===== src/rtl/sharp_filter_npx.sv =====
// Multi-lane 3x3 Laplacian sharpening filter: two-stage valid/ready pipeline
// with frame-latched configuration and per-frame saturation statistics.
module sharp_filter_npx #(
  parameter int DATA_WIDTH  = 8,
  parameter int PIX_PER_CLK = 1,
  parameter int COEF_WIDTH  = 8,
  parameter int COEF_FRAC   = 6,
  parameter int STAT_WIDTH  = 24
) (
  input  logic                                clk,
  input  logic                                rst_n,
  input  logic [COEF_WIDTH-1:0]               cfg_coef,
  input  logic [1:0]                          cfg_mode,
  input  logic                                in3x3_val,
  output logic                                in3x3_rdy,
  input  logic [PIX_PER_CLK*9*DATA_WIDTH-1:0] in3x3_data,
  input  logic                                in3x3_sof,
  input  logic                                in3x3_eof,
  input  logic                                in3x3_sol,
  input  logic                                in3x3_eol,
  output logic                                out_val,
  input  logic                                out_rdy,
  output logic [PIX_PER_CLK*DATA_WIDTH-1:0]   out_data,
  output logic                                out_sof,
  output logic                                out_eof,
  output logic                                out_sol,
  output logic                                out_eol,
  output logic [STAT_WIDTH-1:0]               stat_sat_cnt,
  output logic                                stat_val
);

  localparam int WW = 9 * DATA_WIDTH;
  localparam int LW = DATA_WIDTH + 5;
  localparam int PW = LW + COEF_WIDTH + 1;
  localparam int SW = PW + 1;
  localparam int AW = STAT_WIDTH + 1;
  localparam logic [DATA_WIDTH-1:0] PIX_MAX = '1;
  localparam logic signed [SW-1:0] SUM_MAX = SW'((2 ** DATA_WIDTH) - 1);

  // Marker bit positions inside the 4-bit marker bundle
  localparam int MK_SOF = 3;
  localparam int MK_EOF = 2;

  typedef enum logic [1:0] {
    MODE_BYPASS  = 2'd0,
    MODE_SHARPEN = 2'd1,
    MODE_LAP     = 2'd2,
    MODE_RSVD    = 2'd3
  } mode_e;

  logic                            in_xfer;
  logic                            s2_load;
  logic                            out_xfer;
  mode_e                           eff_mode;
  logic [COEF_WIDTH-1:0]           eff_coef;

  mode_e                           shd_mode_q;
  logic [COEF_WIDTH-1:0]           shd_coef_q;

  logic                            s1_val_q;
  mode_e                           s1_mode_q;
  logic [COEF_WIDTH-1:0]           s1_coef_q;
  logic [3:0]                      s1_mark_q;
  logic [PIX_PER_CLK*LW-1:0]       s1_lap_q, s1_lap_d;
  logic [PIX_PER_CLK*DATA_WIDTH-1:0] s1_ctr_q, s1_ctr_d;

  logic                            out_val_q;
  logic [PIX_PER_CLK*DATA_WIDTH-1:0] out_data_q, out_data_d;
  logic [3:0]                      out_mark_q;
  logic [PIX_PER_CLK-1:0]          out_sat_q, out_sat_d;

  logic [STAT_WIDTH-1:0]           acc_q;
  logic [STAT_WIDTH-1:0]           stat_cnt_q;
  logic                            stat_val_q;
  logic [AW-1:0]                   beat_cnt_d;
  logic [AW-1:0]                   acc_sum;
  logic [STAT_WIDTH-1:0]           acc_clip;

  assign in_xfer   = in3x3_val & in3x3_rdy;
  assign s2_load   = s1_val_q & (~out_val_q | out_rdy);
  assign in3x3_rdy = ~s1_val_q | s2_load;
  assign out_xfer  = out_val_q & out_rdy;

  // The sof beat itself already uses the configuration it carries
  assign eff_mode = in3x3_sof ? mode_e'(cfg_mode) : shd_mode_q;
  assign eff_coef = in3x3_sof ? cfg_coef : shd_coef_q;

  for (genvar gi = 0; gi < PIX_PER_CLK; gi++) begin : g_lane
    logic [LW-1:0]          nsum;
    logic [DATA_WIDTH-1:0]  ctr_in;
    logic signed [LW-1:0]   lap;
    logic [DATA_WIDTH-1:0]  ctr;
    logic signed [PW-1:0]   prod;
    logic signed [PW-1:0]   shifted;
    logic signed [SW-1:0]   sum;
    logic [LW-1:0]          mag;
    logic [DATA_WIDTH-1:0]  res;
    logic                   sat;

    always_comb begin
      nsum = '0;
      for (int j = 0; j < 9; j++) begin
        if (j != 4) begin
          nsum = nsum + LW'(in3x3_data[gi*WW + j*DATA_WIDTH +: DATA_WIDTH]);
        end
      end
    end

    assign ctr_in = in3x3_data[gi*WW + 4*DATA_WIDTH +: DATA_WIDTH];
    assign s1_ctr_d[gi*DATA_WIDTH +: DATA_WIDTH] = ctr_in;
    assign s1_lap_d[gi*LW +: LW] = (LW'(ctr_in) << 3) - nsum;

    assign lap     = $signed(s1_lap_q[gi*LW +: LW]);
    assign ctr     = s1_ctr_q[gi*DATA_WIDTH +: DATA_WIDTH];
    assign prod    = PW'(lap) * PW'($signed({1'b0, s1_coef_q}));
    assign shifted = prod >>> COEF_FRAC;
    assign sum     = SW'(shifted) + $signed({{(SW-DATA_WIDTH){1'b0}}, ctr});
    assign mag     = lap[LW-1] ? $unsigned(-lap) : $unsigned(lap);

    always_comb begin
      res = ctr;
      sat = 1'b0;
      case (s1_mode_q)
        MODE_SHARPEN: begin
          if (sum[SW-1]) begin
            res = '0;
            sat = 1'b1;
          end else if (sum > SUM_MAX) begin
            res = PIX_MAX;
            sat = 1'b1;
          end else begin
            res = sum[DATA_WIDTH-1:0];
          end
        end
        MODE_LAP: res = (mag > LW'(PIX_MAX)) ? PIX_MAX : mag[DATA_WIDTH-1:0];
        default:  res = ctr;
      endcase
    end

    assign out_data_d[gi*DATA_WIDTH +: DATA_WIDTH] = res;
    assign out_sat_d[gi] = sat;
  end

  always_ff @(posedge clk or negedge rst_n) begin
    if (!rst_n) begin
      shd_mode_q <= MODE_BYPASS;
      shd_coef_q <= '0;
      s1_val_q   <= 1'b0;
      s1_mode_q  <= MODE_BYPASS;
      s1_coef_q  <= '0;
      s1_mark_q  <= '0;
      s1_lap_q   <= '0;
      s1_ctr_q   <= '0;
    end else begin
      if (in_xfer) begin
        s1_val_q  <= 1'b1;
        s1_mode_q <= eff_mode;
        s1_coef_q <= eff_coef;
        s1_mark_q <= {in3x3_sof, in3x3_eof, in3x3_sol, in3x3_eol};
        s1_lap_q  <= s1_lap_d;
        s1_ctr_q  <= s1_ctr_d;
        if (in3x3_sof) begin
          shd_mode_q <= mode_e'(cfg_mode);
          shd_coef_q <= cfg_coef;
        end
      end else if (s2_load) begin
        s1_val_q <= 1'b0;
      end
    end
  end

  always_ff @(posedge clk or negedge rst_n) begin
    if (!rst_n) begin
      out_val_q  <= 1'b0;
      out_data_q <= '0;
      out_mark_q <= '0;
      out_sat_q  <= '0;
    end else if (s2_load) begin
      out_val_q  <= 1'b1;
      out_data_q <= out_data_d;
      out_mark_q <= s1_mark_q;
      out_sat_q  <= out_sat_d;
    end else if (out_xfer) begin
      out_val_q <= 1'b0;
    end
  end

  always_comb begin
    beat_cnt_d = '0;
    for (int k = 0; k < PIX_PER_CLK; k++) begin
      beat_cnt_d = beat_cnt_d + AW'(out_sat_q[k]);
    end
    acc_sum  = AW'(acc_q) + beat_cnt_d;
    acc_clip = acc_sum[STAT_WIDTH] ? '1 : acc_sum[STAT_WIDTH-1:0];
  end

  // Clamps are counted when the beat leaves the block, not when computed
  always_ff @(posedge clk or negedge rst_n) begin
    if (!rst_n) begin
      acc_q      <= '0;
      stat_cnt_q <= '0;
      stat_val_q <= 1'b0;
    end else begin
      stat_val_q <= 1'b0;
      if (out_xfer) begin
        if (out_mark_q[MK_EOF]) begin
          stat_cnt_q <= acc_clip;
          stat_val_q <= 1'b1;
          acc_q      <= '0;
        end else if (out_mark_q[MK_SOF]) begin
          acc_q <= beat_cnt_d[STAT_WIDTH-1:0];
        end else begin
          acc_q <= acc_clip;
        end
      end
    end
  end

  assign out_val      = out_val_q;
  assign out_data     = out_data_q;
  assign {out_sof, out_eof, out_sol, out_eol} = out_mark_q;
  assign stat_sat_cnt = stat_cnt_q;
  assign stat_val     = stat_val_q;

endmodule


===== config.mk =====
export PLATFORM = sky130hd
export DESIGN_NAME = sharp_filter_npx
export DESIGN_NICKNAME = d
export VERILOG_FILES = /design/src/rtl/sharp_filter_npx.sv
export SDC_FILE = /design/constraint.sdc
export NUM_CORES = 1
export LEC_CHECK = 0
export BUFFER_PORTS_ARGS = -buffer_cell sky130_fd_sc_hd__buf_4
export CELL_PAD_IN_SITES_DETAIL_PLACEMENT = 1
export CELL_PAD_IN_SITES_GLOBAL_PLACEMENT = 2
export CORE_ASPECT_RATIO = 1.25
export CORE_MARGIN = 10
export CORE_UTILIZATION = 40
export CTS_CLUSTER_SIZE = 24
export DETAILED_ROUTE_END_ITERATION = 10
export PLACE_DENSITY = 0.95
export SYNTH_ARGS = -nofsm -noshare
export SYNTH_HDL_FRONTEND = slang
export SYNTH_SLANG_ARGS = --single-unit

===== constraint.sdc =====
create_clock -name clk -period 17.22 [get_ports clk]
set_input_delay 1.722 -clock clk [delete_from_list [all_inputs] [get_ports clk]]
set_output_delay 1.722 -clock clk [all_outputs]
set_load 0.005 [all_outputs]

Yosys cells after proc, flatten, opt, wreduce, memory -nomap -nowiden
Index checks and enable logic that the tools add are counted.
{ "classes": {"magnitude_cmp": 2, "multipliers": 1, "n_div": 0, "addsub": 11, "muxes": 19, "bitwise_logic": 7, "shift": 0, "n_reduce_logical": 4, "n_eq_ne": 2} }
{ "ops": {"columns": ["operator", "n"], "rows": [
  ["$mux 24", 3],
  ["$mux 8", 4],
  ["$add 13x8->13", 2],
  ["$add 24x1->25", 1],
  ["$mul 13x9->22", 1],
  ["$add 16x9->17", 1],
  ["$gt 17x9->1 const B", 1],
  ["$pmux 8 s2", 1],
  ["$add 12x8->13", 1],
  ["$gt 13x8->1 const B", 1],
  ["$mux 13", 1],
  ["$neg 13->13", 1],
  ["$sub 11x13->13", 1],
  ["$add 11x8->12", 1],
  ["$add 10x8->11", 1],
  ["$add 9x8->10", 1],
  ["$add 8x8->9", 1],
  ["$mux 1", 9],
  ["$reduce_and 2->1", 2],
  ["$reduce_bool 2->1", 2],
  ["$and 1x1->1", 3],
  ["$eq 2x1->1 const B", 1],
  ["$eq 2x2->1 const B", 1],
  ["$mux 2", 1],
  ["other kinds (2)", 4]
]} }
{ "word_totals": {"input_bits": 90, "out_inout_bits": 39, "elab_cells": 59, "n_memories": 0, "reg_bits": 99, "ramBits": 0, "latch_bits": 0, "mem_bits_ro": 0} }

Longest topological paths before layout
Gate-level depths: netlist of the first run.
{ "logic_depth": {"word_depth": 8, "ltp_mapped": 30, "ltp_nobuf": 29} }

Least setup slack after synthesis of the first run
OpenSTA, ideal clock, no wires.
{ "synth_path": {"kind": "register to register", "start": "reg s1_coef_q[2]", "end": "reg out_data_q[1], in the netlist out_data[1]", "period_less_slack_ns": 6.465, "path_buffers": 1, "arrival_ns": 6.330, "slack_ns": 10.755, "setup_ns": 0.135, "path_stages_with_launch": 30, "t_required_ns": 17.085, "cell_sequence": "dfrtp_1 > clkbuf_1 > nand2_1 > fa_1 > inv_1 > fa_1 > inv_1 > fa_1 > fa_1 > inv_1 > ha_1 > a211oi_1 > o21ai_0 > a21boi_0 > inv_1 > a21oi_1 > o21ba_2 > nor2b_1 > nor2_1 > xnor2_1 > ha_1 > a21oi_1 > nand2_1 > a41o_1 > a21oi_1 > a21oi_1 > nor4b_1 > a311oi_2 > a211oi_4 > a31oi_1"} }
{ "synth_via": {"elab_chain_len": 6} }
{ "synth_lines": {"columns": ["item", "line", "source"], "rows": [
  ["start: declaration", "62", "logic [COEF_WIDTH-1:0] s1_coef_q;"],
  ["start signal: assignment", "158", "s1_coef_q <= eff_coef;"],
  ["$mul 13x9->22 *", "115", "assign prod = PW'(lap) * PW'($signed({1'b0, s1_coef_q}));"],
  ["$add 16x9->17 *", "117", "assign sum = SW'(shifted) + $signed({{(SW-DATA_WIDTH){1'b0}}, ctr});"],
  ["$gt 17x9->1", "128", "end else if (sum > SUM_MAX) begin"],
  ["$mux 8", "128", null],
  ["$mux 8 *", "125", "if (sum[SW-1]) begin"],
  ["$pmux 8 s2 *", "123", "case (s1_mode_q)"],
  ["end signal: assignment", "180", "out_data_q <= out_data_d;"],
  ["end: declaration", "68", "logic [PIX_PER_CLK*DATA_WIDTH-1:0] out_data_q, out_data_d;"]
]} }
Every way passes the cells marked *; elsewhere a longest branch is shown, timed or not.
A chain may end at the register's enable or synchronous reset.

Final worst setup path of the first run
Same ends and word-level chain as after synthesis.

==> results of run 1 <==
-- cells in the mapped netlist, drive strengths merged, types with 3 or more instances --
master / n / area, um2
nand3: 16 / 80.08
nand2: 127 / 479.2
inv: 251 / 942.2
ha: 73 / 913.4
a211oi: 11 / 100.1
xnor2: 45 / 401.6
a31oi: 10 / 62.56
nor2: 69 / 261.5
nand3b: 3 / 22.52
a21o: 17 / 127.6
mux2: 22 / 247.7
clkbuf: 44 / 165.2
nor4b: 3 / 41.29
a21oi: 47 / 246.5
nor4: 9 / 81.33
o21a: 10 / 75.07
dfrtp: 99 / 2477
or2: 7 / 43.79
o31ai: 6 / 45.04
nand2b: 10 / 62.56
o21ai: 107 / 539.3
or4: 5 / 37.54
o211ai: 9 / 67.56
xor2: 9 / 78.83
and3: 5 / 31.28
a21boi: 5 / 37.54
or3: 3 / 23.77
fa: 137 / 2743
nand4: 4 / 25.02
nor2b: 5 / 31.28
and2: 56 / 350.3
nor3: 22 / 120.1
buf: 4 / 21.27
-- tightest hold or removal path, cell delays in order, from the launching register on --
cell and delay, ns:
dfrtp_1 0.34, nand2_1 0.05, nand2_1 0.05
-- state kept, by name, summed over array words and instances, names as in the netlist --
signal and flops:
acc_q 24, stat_sat_cnt 24, g_lane.lap 13, g_lane.ctr 8, out_data 8, s1_coef_q 8, out_mark_q 4, s1_mark_q 4
s1_mode_q 2, out_sat_q 1, out_val 1, s1_val_q 1, stat_val 1
-- cell families after synthesis --
group,count (synthesis),share of synthesized area (%)
simple gates,350,15.56
buf+inv,299,9.960
compound gates,245,13.75
fa+ha+maj,210,32.27
flops,99,21.86
xor+xnor,54,4.240
mux,24,2.363
-- metrics by stage --
| stage | utilization (%) | setup WS [ns] | hold WS, ns | std cells | instance area, um2 |
|---|---|---|---|---|---|
| floorplan | - | 10.75 | 0.4414 | 1281 | 11330 |
| global placement | 45.21 | 10.26 | 0.4536 | 1715 | 12580 |
| detailed placement | 45.21 | 10.03 | 0.4566 | 1715 | 12580 |
| CTS | 46.45 | 10.02 | 0.4731 | 1731 | 12920 |
| global route | 46.45 | 9.469 | 0.4933 | 1731 | 12920 |
| finish | 46.45 | 9.946 | 0.4670 | 1731 | 12920 |
-- layer usage --
layer | global-route usage [%] | wire (um) | vias up
met5 | 0 | 0 | -
met4 | 5.166 | 793 | 0
met3 | 2.709 | 1071 | 53
met2 | 34.73 | 17680 | 165
met1 | 20.22 | 12230 | 4566
li1 | - | - | 4270
-- cell type report --
class	instances	area (um2)
Clock buffer	12	266.5
Timing Repair Buffer	132	991.0
Clock inverter	4	77.57
Sequential cell	99	2477
Tap cell	350	437.9
Multi-Input combinational cell	883	7730
Fill cell	3287	14900
Inverter	251	942.2
-- cell usage in the layout, fill, tap and decap left out, types with 10 or more instances in the layout --
cell type,count
mux2_2,22
dfrtp_1,99
buf_4,132
nor3_1,19
nand2_1,126
fa_1,137
ha_1,73
and2_1,56
nand2b_1,10
a31oi_1,10
a21o_1,17
o21a_1,10
inv_1,251
xnor2_1,44
o21ai_0,99
nand3_1,16
a21oi_1,46
nor2_1,68
-- how the worst min path moves through the flow --
stage | end | slack (ns) | depth (start not counted)
after floorplan | s1_mark_q[3] | 0.44 | 2
after global placement | stat_sat_cnt[6] | 0.45 | 2
after detailed placement | stat_sat_cnt[7] | 0.46 | 2
after CTS | stat_sat_cnt[7] | 0.47 | 2
after global routing | stat_sat_cnt[10] | 0.49 | 2
final | stat_sat_cnt[7] | 0.47 | 2
==> results.py, run 1 <==
metrics = {
    "status": {
        "status": "finished, final reports clean",
    },
    "placement": {
        "numPortBuffers": 128,
        "dp_hpwl_um": 26580,
        "place.gp.congestion": 0.8506,
    },
    "drt": {
        "drtPass1Iterations": 4,
        "postRouteAntennaNets": 0,
        "drt_iter0_markers": 447,
        "num_vias": 9054,
        "viasPerCell": 5.231,
        "wl_per_cell_um": 18.36,
        "drcViolationCount": 0,
        "wl_um": 31780,
    },
    "logic_synthesis": {
        "syn_area_um2": 11330,
        "ys_ff_latch": 99,
        "async_flop_share_pct": 100.0,
        "synth_cell_types": 72,
        "netlist_instances": 1281,
        "ys_seq_area_share_pct": 21.86,
        "syn_area_per_cell_um2": 8.845,
        "ys_warn_count": 0,
        "syn-num-nets": 1581,
        "ys.flop_type": "dfrtp_1",
        "synth_edf_count": 0,
    },
    "worst_hold_path": {
        "min_from": "stat_sat_cnt[7]",
        "hold_path_class": "flip-flop to flip-flop",
    },
    "global_routing": {
        "antenna_found_initial": 1,
        "grt_pass1_wl_um": 52680,
        "grt_pass1_vias": 10230,
        "overflow": 0,
        "grt_max_degree": 63,
        "grt_use_total_pct": 18.26,
    },
    "critical_path": {
        "critical_path_required_ns": 17.45,
        "endpoint": "out_data[1]",
        "cp.arrival_ns": 7.50,
        "slowest_stage": "dfrtp_1",
        "critPathKind": "flip-flop to flip-flop",
        "path_buf_inv": 4,
        "cp_max_fo": 14,
        "reg2reg_slack_ns": 9.95,
        "cp_num_cells": 28,
        "r2r-start": "s1_coef_q[2]",
        "worst-r2r-cell-count": 28,
        "cp-startpoint": "s1_coef_q[2]",
        "cp-start-kind": "flip-flop",
        "max_stage_delay_ns": 0.61,
        "r2r_end": "out_data[1]",
        "cp-end-kind": "flip-flop",
        "critical_path.top_delay_family": "adder cells",
    },
    "layout": {
        "area_growth_pct": 14.05,
        "nets": 1676,
        "diodes": 0,
        "layout-drive-gt1-share_pct": 14.55,
    },
    "timing": {
        "fin_crit_ns": 7.274,
        "setup_viol": 0,
        "timing.fmax_mhz": 137.5,
        "worst_pin_slew_ns": 0.9865,
        "finalHoldViolCount": 0,
        "fin_setup_tns_ns": 0,
        "relSlewSlack_pct": 34.07,
        "maxSlewViolCount": 0,
        "rsz0062_at_grt": "false",
        "fin_skew_ns": 0.01160,
        "fin_crit_sh_pct": 42.24,
    },
    "clock_tree": {
        "cts_root_buf": "clkbuf_16",
        "cts.sinks": 99,
        "ctsHoldBuffers": 0,
        "clk_pin_slew_ns": 0.08,
        "h-tree-depth": 3,
        "clockBufferDepth": 2,
        "post_cts_buffers": 0,
        "cts_buffers": 9,
        "tritoncts": "built",
        "cts-resized-gates": 0,
        "clock_latency_ns": 0.36,
    },
    "die": {
        "die_area_um2": 35500,
        "core_area_um2": 27820,
        "start_util_pct": 40.73,
        "die_w_um": 170.5,
        "die_h_um": 208.2,
        "io_pins": 129,
        "num_rows": 68,
    },
    "job": {
        "maxCapViolCount": 0,
    },
}
Power of run 1 is left out: the tool's default activity adds up to more than one toggle a clock period on the data nets, which glitch-free logic cannot reach.
==> run 2, diff against run 1 <==
--- a/config.mk
+++ b/config.mk
@@ -10,10 +10,10 @@
 export CELL_PAD_IN_SITES_GLOBAL_PLACEMENT = 2
 export CORE_ASPECT_RATIO = 1.25
 export CORE_MARGIN = 10
-export CORE_UTILIZATION = 40
+export CORE_UTILIZATION = 34
 export CTS_CLUSTER_SIZE = 24
 export DETAILED_ROUTE_END_ITERATION = 10
-export PLACE_DENSITY = 0.95
+export PLACE_DENSITY = 0.89
 export SYNTH_ARGS = -nofsm -noshare
 export SYNTH_HDL_FRONTEND = slang
 export SYNTH_SLANG_ARGS = --single-unit
==> constraint.sdc (replaced) <==
create_clock -name clk -period 6.27 [get_ports clk]
set_input_delay 0.627 -clock clk [delete_from_list [all_inputs] [get_ports clk]]
set_output_delay 0.627 -clock clk [all_outputs]
set_load 0.005 [all_outputs]
==> results.py, run 2 (same netlist as run 1, synthesis figures left out) <==
metrics = {
    "status": {
        "status": "finished, final reports clean",
    },
    "die": {
        "core_area_um2": 32780,
        "start_util_pct": 34.57,
        "die_w_um": 183.3,
        "io_pins": 129,
        "num_rows": 74,
        "die_area_um2": 41070,
        "die_h_um": 224.1,
    },
    "drt": {
        "drt-met1-wl_um": 12890,
        "highest_layer": "met4",
        "wl_um": 32810,
        "route.met3.wl_um": 1272,
        "drtPass1Iterations": 4,
        "num_vias": 9282,
        "dr_wl_met2_um": 18060,
        "wl_per_cell_um": 17.64,
        "viasPerCell": 4.990,
        "postRouteAntennaNets": 0,
        "drt_iter0_markers": 313,
        "drcViolationCount": 0,
    },
    "clock_tree": {
        "cts.sinks": 99,
        "clock_latency_ns": 0.35,
        "cts_buffers": 9,
        "cts_root_buf": "clkbuf_16",
        "h-tree-depth": 3,
        "clockBufferDepth": 2,
        "clk_pin_slew_ns": 0.07,
        "tritoncts": "built",
    },
    "timing": {
        "setup_viol": 0,
        "fin_crit_ns": 6.242,
        "timing.fmax_mhz": 160.2,
        "relSlewSlack_pct": 35.37,
        "fin_skew_ns": 0.01109,
        "fin_crit_sh_pct": 99.55,
        "maxSlewViolCount": 0,
        "worst_pin_slew_ns": 0.9643,
        "finalHoldViolCount": 0,
        "rsz0062_at_grt": "true",
    },
    "placement": {
        "dp_hpwl_um": 27200,
        "post_dp_cell_area_um2": 13040,
        "numPortBuffers": 128,
        "place.gp.congestion": 0.8390,
    },
    "global_routing": {
        "grt_max_degree": 62,
        "grt_pass1_vias": 10310,
        "grt_pass1_wl_um": 52940,
        "overflow": 0,
        "antenna_found_initial": 0,
        "grt_use_total_pct": 15.87,
    },
    "job": {
        "maxCapViolCount": 0,
    },
    "critical_path": {
        "r2r-start": "s1_coef_q[3]",
        "crit_top_cell": "fa_1",
        "cp-startpoint": "s1_coef_q[3]",
        "critical_path_required_ns": 6.49,
        "cp.arrival_ns": 6.46,
        "cp_max_fo": 5,
        "max_stage_delay_ns": 0.56,
        "slowest_stage": "fa_1",
        "cp-start-kind": "flip-flop",
        "cp-end-kind": "flip-flop",
        "critPathKind": "flip-flop to flip-flop",
    },
    "layout": {
        "fill_cells": 3874,
        "layout-drive-gt1-share_pct": 21.71,
        "multi_input_area_um2": 7991,
        "nets": 1737,
        "seq_area_um2": 2484,
        "layout_commonest_cell": "inv_1",
        "final_area_um2": 13730,
        "layout_common_cells": "inv_1, buf_4, fa_1",
        "area_growth_pct": 21.14,
        "diodes": 0,
    },
    "worst_hold_path": {
        "hold_path_class": "input pin to asynchronous set/reset pin",
    },
}
==> run 2: changes by cell type in the layout (fill, tap and decap cells not counted), moves of 6 or more <==
cell / change
a21oi_2: +6
buf_4: +56
inv_1: -7
a21oi_1: -7
inv_2: +7
==> run 2: area by class of cell <==
type	instances	share of cell area [%]
multi-input combinational	883	58.22
clock inverter	5	0.6199
inverter	251	6.864
clock buffer	11	1.696
timing repair buffer	193	10.69
sequential	99	18.09
tap	418	3.810
==> run 2: through the flow <==
stage | setup WS [ns] | instances | hold slack, ns | TNS, ns | utilization, %
after global placement | 0.04805 | 1833 | 0.4528 | 0 | 39.78
final | 0.02823 | 1860 | 0.2588 | 0 | 41.88
after detailed placement | -0.1626 | 1833 | 0.4595 | -1.043 | 39.78
after floorplan | 0.01807 | 1281 | 0.3314 | 0 | -
after global routing | -0.2587 | 1860 | 0.2846 | -1.710 | 41.88
after CTS | -0.01229 | 1851 | 0.2742 | -0.02555 | 40.98
==> run 2: critical path, delay by kind of cell, from the launching register on <==
kind                     cells  cell delay (ns)
AO/OA/AOI/OAI                9             1.43
XOR/XNOR                     1             0.16
adder cells (fa/ha/maj)      6             2.68
buffers and inverters        6             0.72
flip-flops                   1             0.45
AND/OR/NAND/NOR              6             0.66
==> run 2: path summary, 6_finish.rpt <==
kind,endpoint,slack (ns),cells past startpoint
worst max-delay path,out_data[1],0.03,28
worst min-delay path,acc_q[6],0.26,1
worst max register to register,out_data[1],0.03,28
worst min register to register,stat_sat_cnt[8],0.47,2
max in group asynchronous,g_lane[0].lap[3],4.72,2
min in group clk,stat_sat_cnt[8],0.47,2
==> run 2: timing repair <==
| item | CTS | global route |
|---|---|---|
| setup buffers | 2 | 9 |
| pin swaps | 8 | 53 |
| setup endpoints to repair | 9 | 9 |
| resized for setup | 11 | 58 |
| hold buffers | 0 | 0 |
==> run 2: metal layers <==
metal | global-route usage (%) | vias up
li1 | - | 4388
met1 | 17.71 | 4715
met2 | 30.23 | 143
met3 | 2.769 | 36
met4 | 3.867 | 0
met5 | 0 | -
Power of run 2 is left out for the same reason.
==> run 3, diff against run 2 <==
--- a/config.mk
+++ b/config.mk
@@ -10,10 +10,10 @@
 export CELL_PAD_IN_SITES_GLOBAL_PLACEMENT = 2
 export CORE_ASPECT_RATIO = 1.25
 export CORE_MARGIN = 10
-export CORE_UTILIZATION = 34
+export CORE_UTILIZATION = 37
 export CTS_CLUSTER_SIZE = 24
 export DETAILED_ROUTE_END_ITERATION = 10
-export PLACE_DENSITY = 0.89
+export PLACE_DENSITY = 0.92
 export SYNTH_ARGS = -nofsm -noshare
 export SYNTH_HDL_FRONTEND = slang
 export SYNTH_SLANG_ARGS = --single-unit
==> constraint.sdc (replaced) <==
create_clock -name clk -period 6.2 [get_ports clk]
set_input_delay 0.62 -clock clk [delete_from_list [all_inputs] [get_ports clk]]
set_output_delay 0.62 -clock clk [all_outputs]
set_load 0.005 [all_outputs]
==> results.py, run 3 (same netlist as run 1, synthesis figures left out) <==
metrics = {
    "drt": {
        "drt_iter0_markers": 412,
        "viasPerCell": 5.060,
        "drtPass1Iterations": 4,
        "num_vias": 9396,
        "drcViolationCount": 0,
        "wl_um": 33210,
        "wl_per_cell_um": 17.88,
        "postRouteAntennaNets": 0,
    },
    "timing": {
        "worst_hold_slack_ns": 0.1476,
        "relSlewSlack_pct": 32.62,
        "fin_crit_ns": 6.135,
        "maxSlewViolCount": 0,
        "timing.fmax_mhz": 163.0,
        "rsz0062_at_grt": "true",
        "worst_pin_slew_ns": 1.005,
        "fin_setup_tns_ns": 0,
        "fin_crit_sh_pct": 98.95,
        "setup_viol": 0,
        "fin_skew_ns": 0.01034,
        "finalHoldViolCount": 0,
    },
    "layout": {
        "layout-drive-gt1-share_pct": 22.46,
        "layout_common_cells": "inv_1, buf_4, fa_1",
        "nets": 1751,
        "layout_commonest_cell": "inv_1",
        "fin_cells": 1857,
        "fill_cells": 3580,
        "final_area_um2": 13790,
        "diodes": 0,
        "area_growth_pct": 21.68,
    },
    "die": {
        "io_pins": 129,
        "core_area_um2": 30200,
        "start_util_pct": 37.51,
        "die_area_um2": 38070,
        "num_rows": 71,
        "die_h_um": 215.7,
        "die_w_um": 176.5,
    },
    "global_routing": {
        "antenna_found_initial": 0,
        "grt_use_total_pct": 17.54,
        "grt_pass1_wl_um": 54570,
        "overflow": 0,
        "grt_pass1_vias": 10610,
        "grt_max_degree": 77,
    },
    "clock_tree": {
        "h-tree-depth": 3,
        "cts.sinks": 99,
        "clock_latency_ns": 0.36,
        "tritoncts": "built",
        "clk_pin_slew_ns": 0.08,
        "cts_root_buf": "clkbuf_16",
        "clockBufferDepth": 2,
        "cts_buffers": 9,
    },
    "worst_hold_path": {
        "hold_path_class": "input pin to asynchronous set/reset pin",
    },
    "status": {
        "status": "finished, final reports clean",
    },
    "critical_path": {
        "cp_max_fo": 6,
        "cp-end-kind": "flip-flop",
        "cp-start-kind": "flip-flop",
        "cp.arrival_ns": 6.37,
        "critPathKind": "flip-flop to flip-flop",
        "critical_path_required_ns": 6.43,
    },
    "placement": {
        "place.gp.congestion": 0.8435,
        "numPortBuffers": 128,
        "post-place-cells": 1820,
        "post_dp_cell_area_um2": 13050,
        "dp_hpwl_um": 27210,
    },
    "job": {
        "maxCapViolCount": 0,
    },
}
## run 3: changes by cell type in the layout (fill, tap and decap cells not counted), sizes merged
cell      delta
bufinv       -1
clkinvlp     -1
buf         +14
clkbuf       -2
inv          +2
clkinv       +2
## run 3: per-stage QoR
step	worst slack (ns)	utilization (%)
detailed placement	-0.2089	43.22
CTS	0.008422	45.10
global placement	0.01957	43.22
global route	-0.2274	45.65
floorplan	0.01451	-
finish	0.06479	45.65
## run 3: path summary, 6_finish.rpt
check | startpoint | slack [ns] | endpoint | depth (start not counted)
max in group asynchronous | rst_n | 4.66 | s1_coef_q[2] | 2
worst min register to register | stat_sat_cnt[9] | 0.47 | stat_sat_cnt[9] | 2
worst min-delay path | rst_n | 0.15 | stat_sat_cnt[6] | 1
worst max register to register | s1_coef_q[2] | 0.06 | out_data[1] | 21
min in group clk | stat_sat_cnt[9] | 0.47 | stat_sat_cnt[9] | 2
worst max-delay path | s1_coef_q[2] | 0.06 | out_data[1] | 21
## run 3: area by class of cell
class | count | area (um2) | share of cell area [%]
Clock buffer | 9 | 225.2 | 1.634
Clock inverter | 7 | 95.09 | 0.6897
Inverter | 251 | 942.2 | 6.834
Multi-Input combinational cell | 883 | 7961 | 57.75
Sequential cell | 99 | 2485 | 18.02
Tap cell | 401 | 501.7 | 3.639
Timing Repair Buffer | 207 | 1577 | 11.43
## run 3: metal layers
metal,track usage (%),part of all wire (%)
met1,19.92,39
met5,0,0
met4,5.669,2.7
met2,32.59,55
met3,2.585,3.4
## run 3: worst max-delay path, cell delays in order, from the launching register on
cell,delay [ns]
dfrtp_2,0.44
buf_6,0.13
buf_4,0.15
and2_1,0.17
fa_1,0.61
inv_2,0.13
fa_1,0.58
inv_1,0.06
fa_1,0.47
inv_1,0.06
fa_1,0.54
inv_1,0.05
ha_1,0.35
or4_1,0.48
a31oi_1,0.19
o21ai_1,0.16
xor2_2,0.32
nand2_1,0.18
nor4b_4,0.38
a311oi_4,0.10
a211oi_4,0.33
a31oi_1,0.12
## run 3: timing repair
action | 4_1_cts | 5_1_grt
setup endpoints to repair | 9 | 9
gates resized for setup | 35 | 32
setup buffers | 13 | 8
hold buffers | 0 | 0
pin swaps | 26 | 38
Power of run 3 is left out for the same reason.
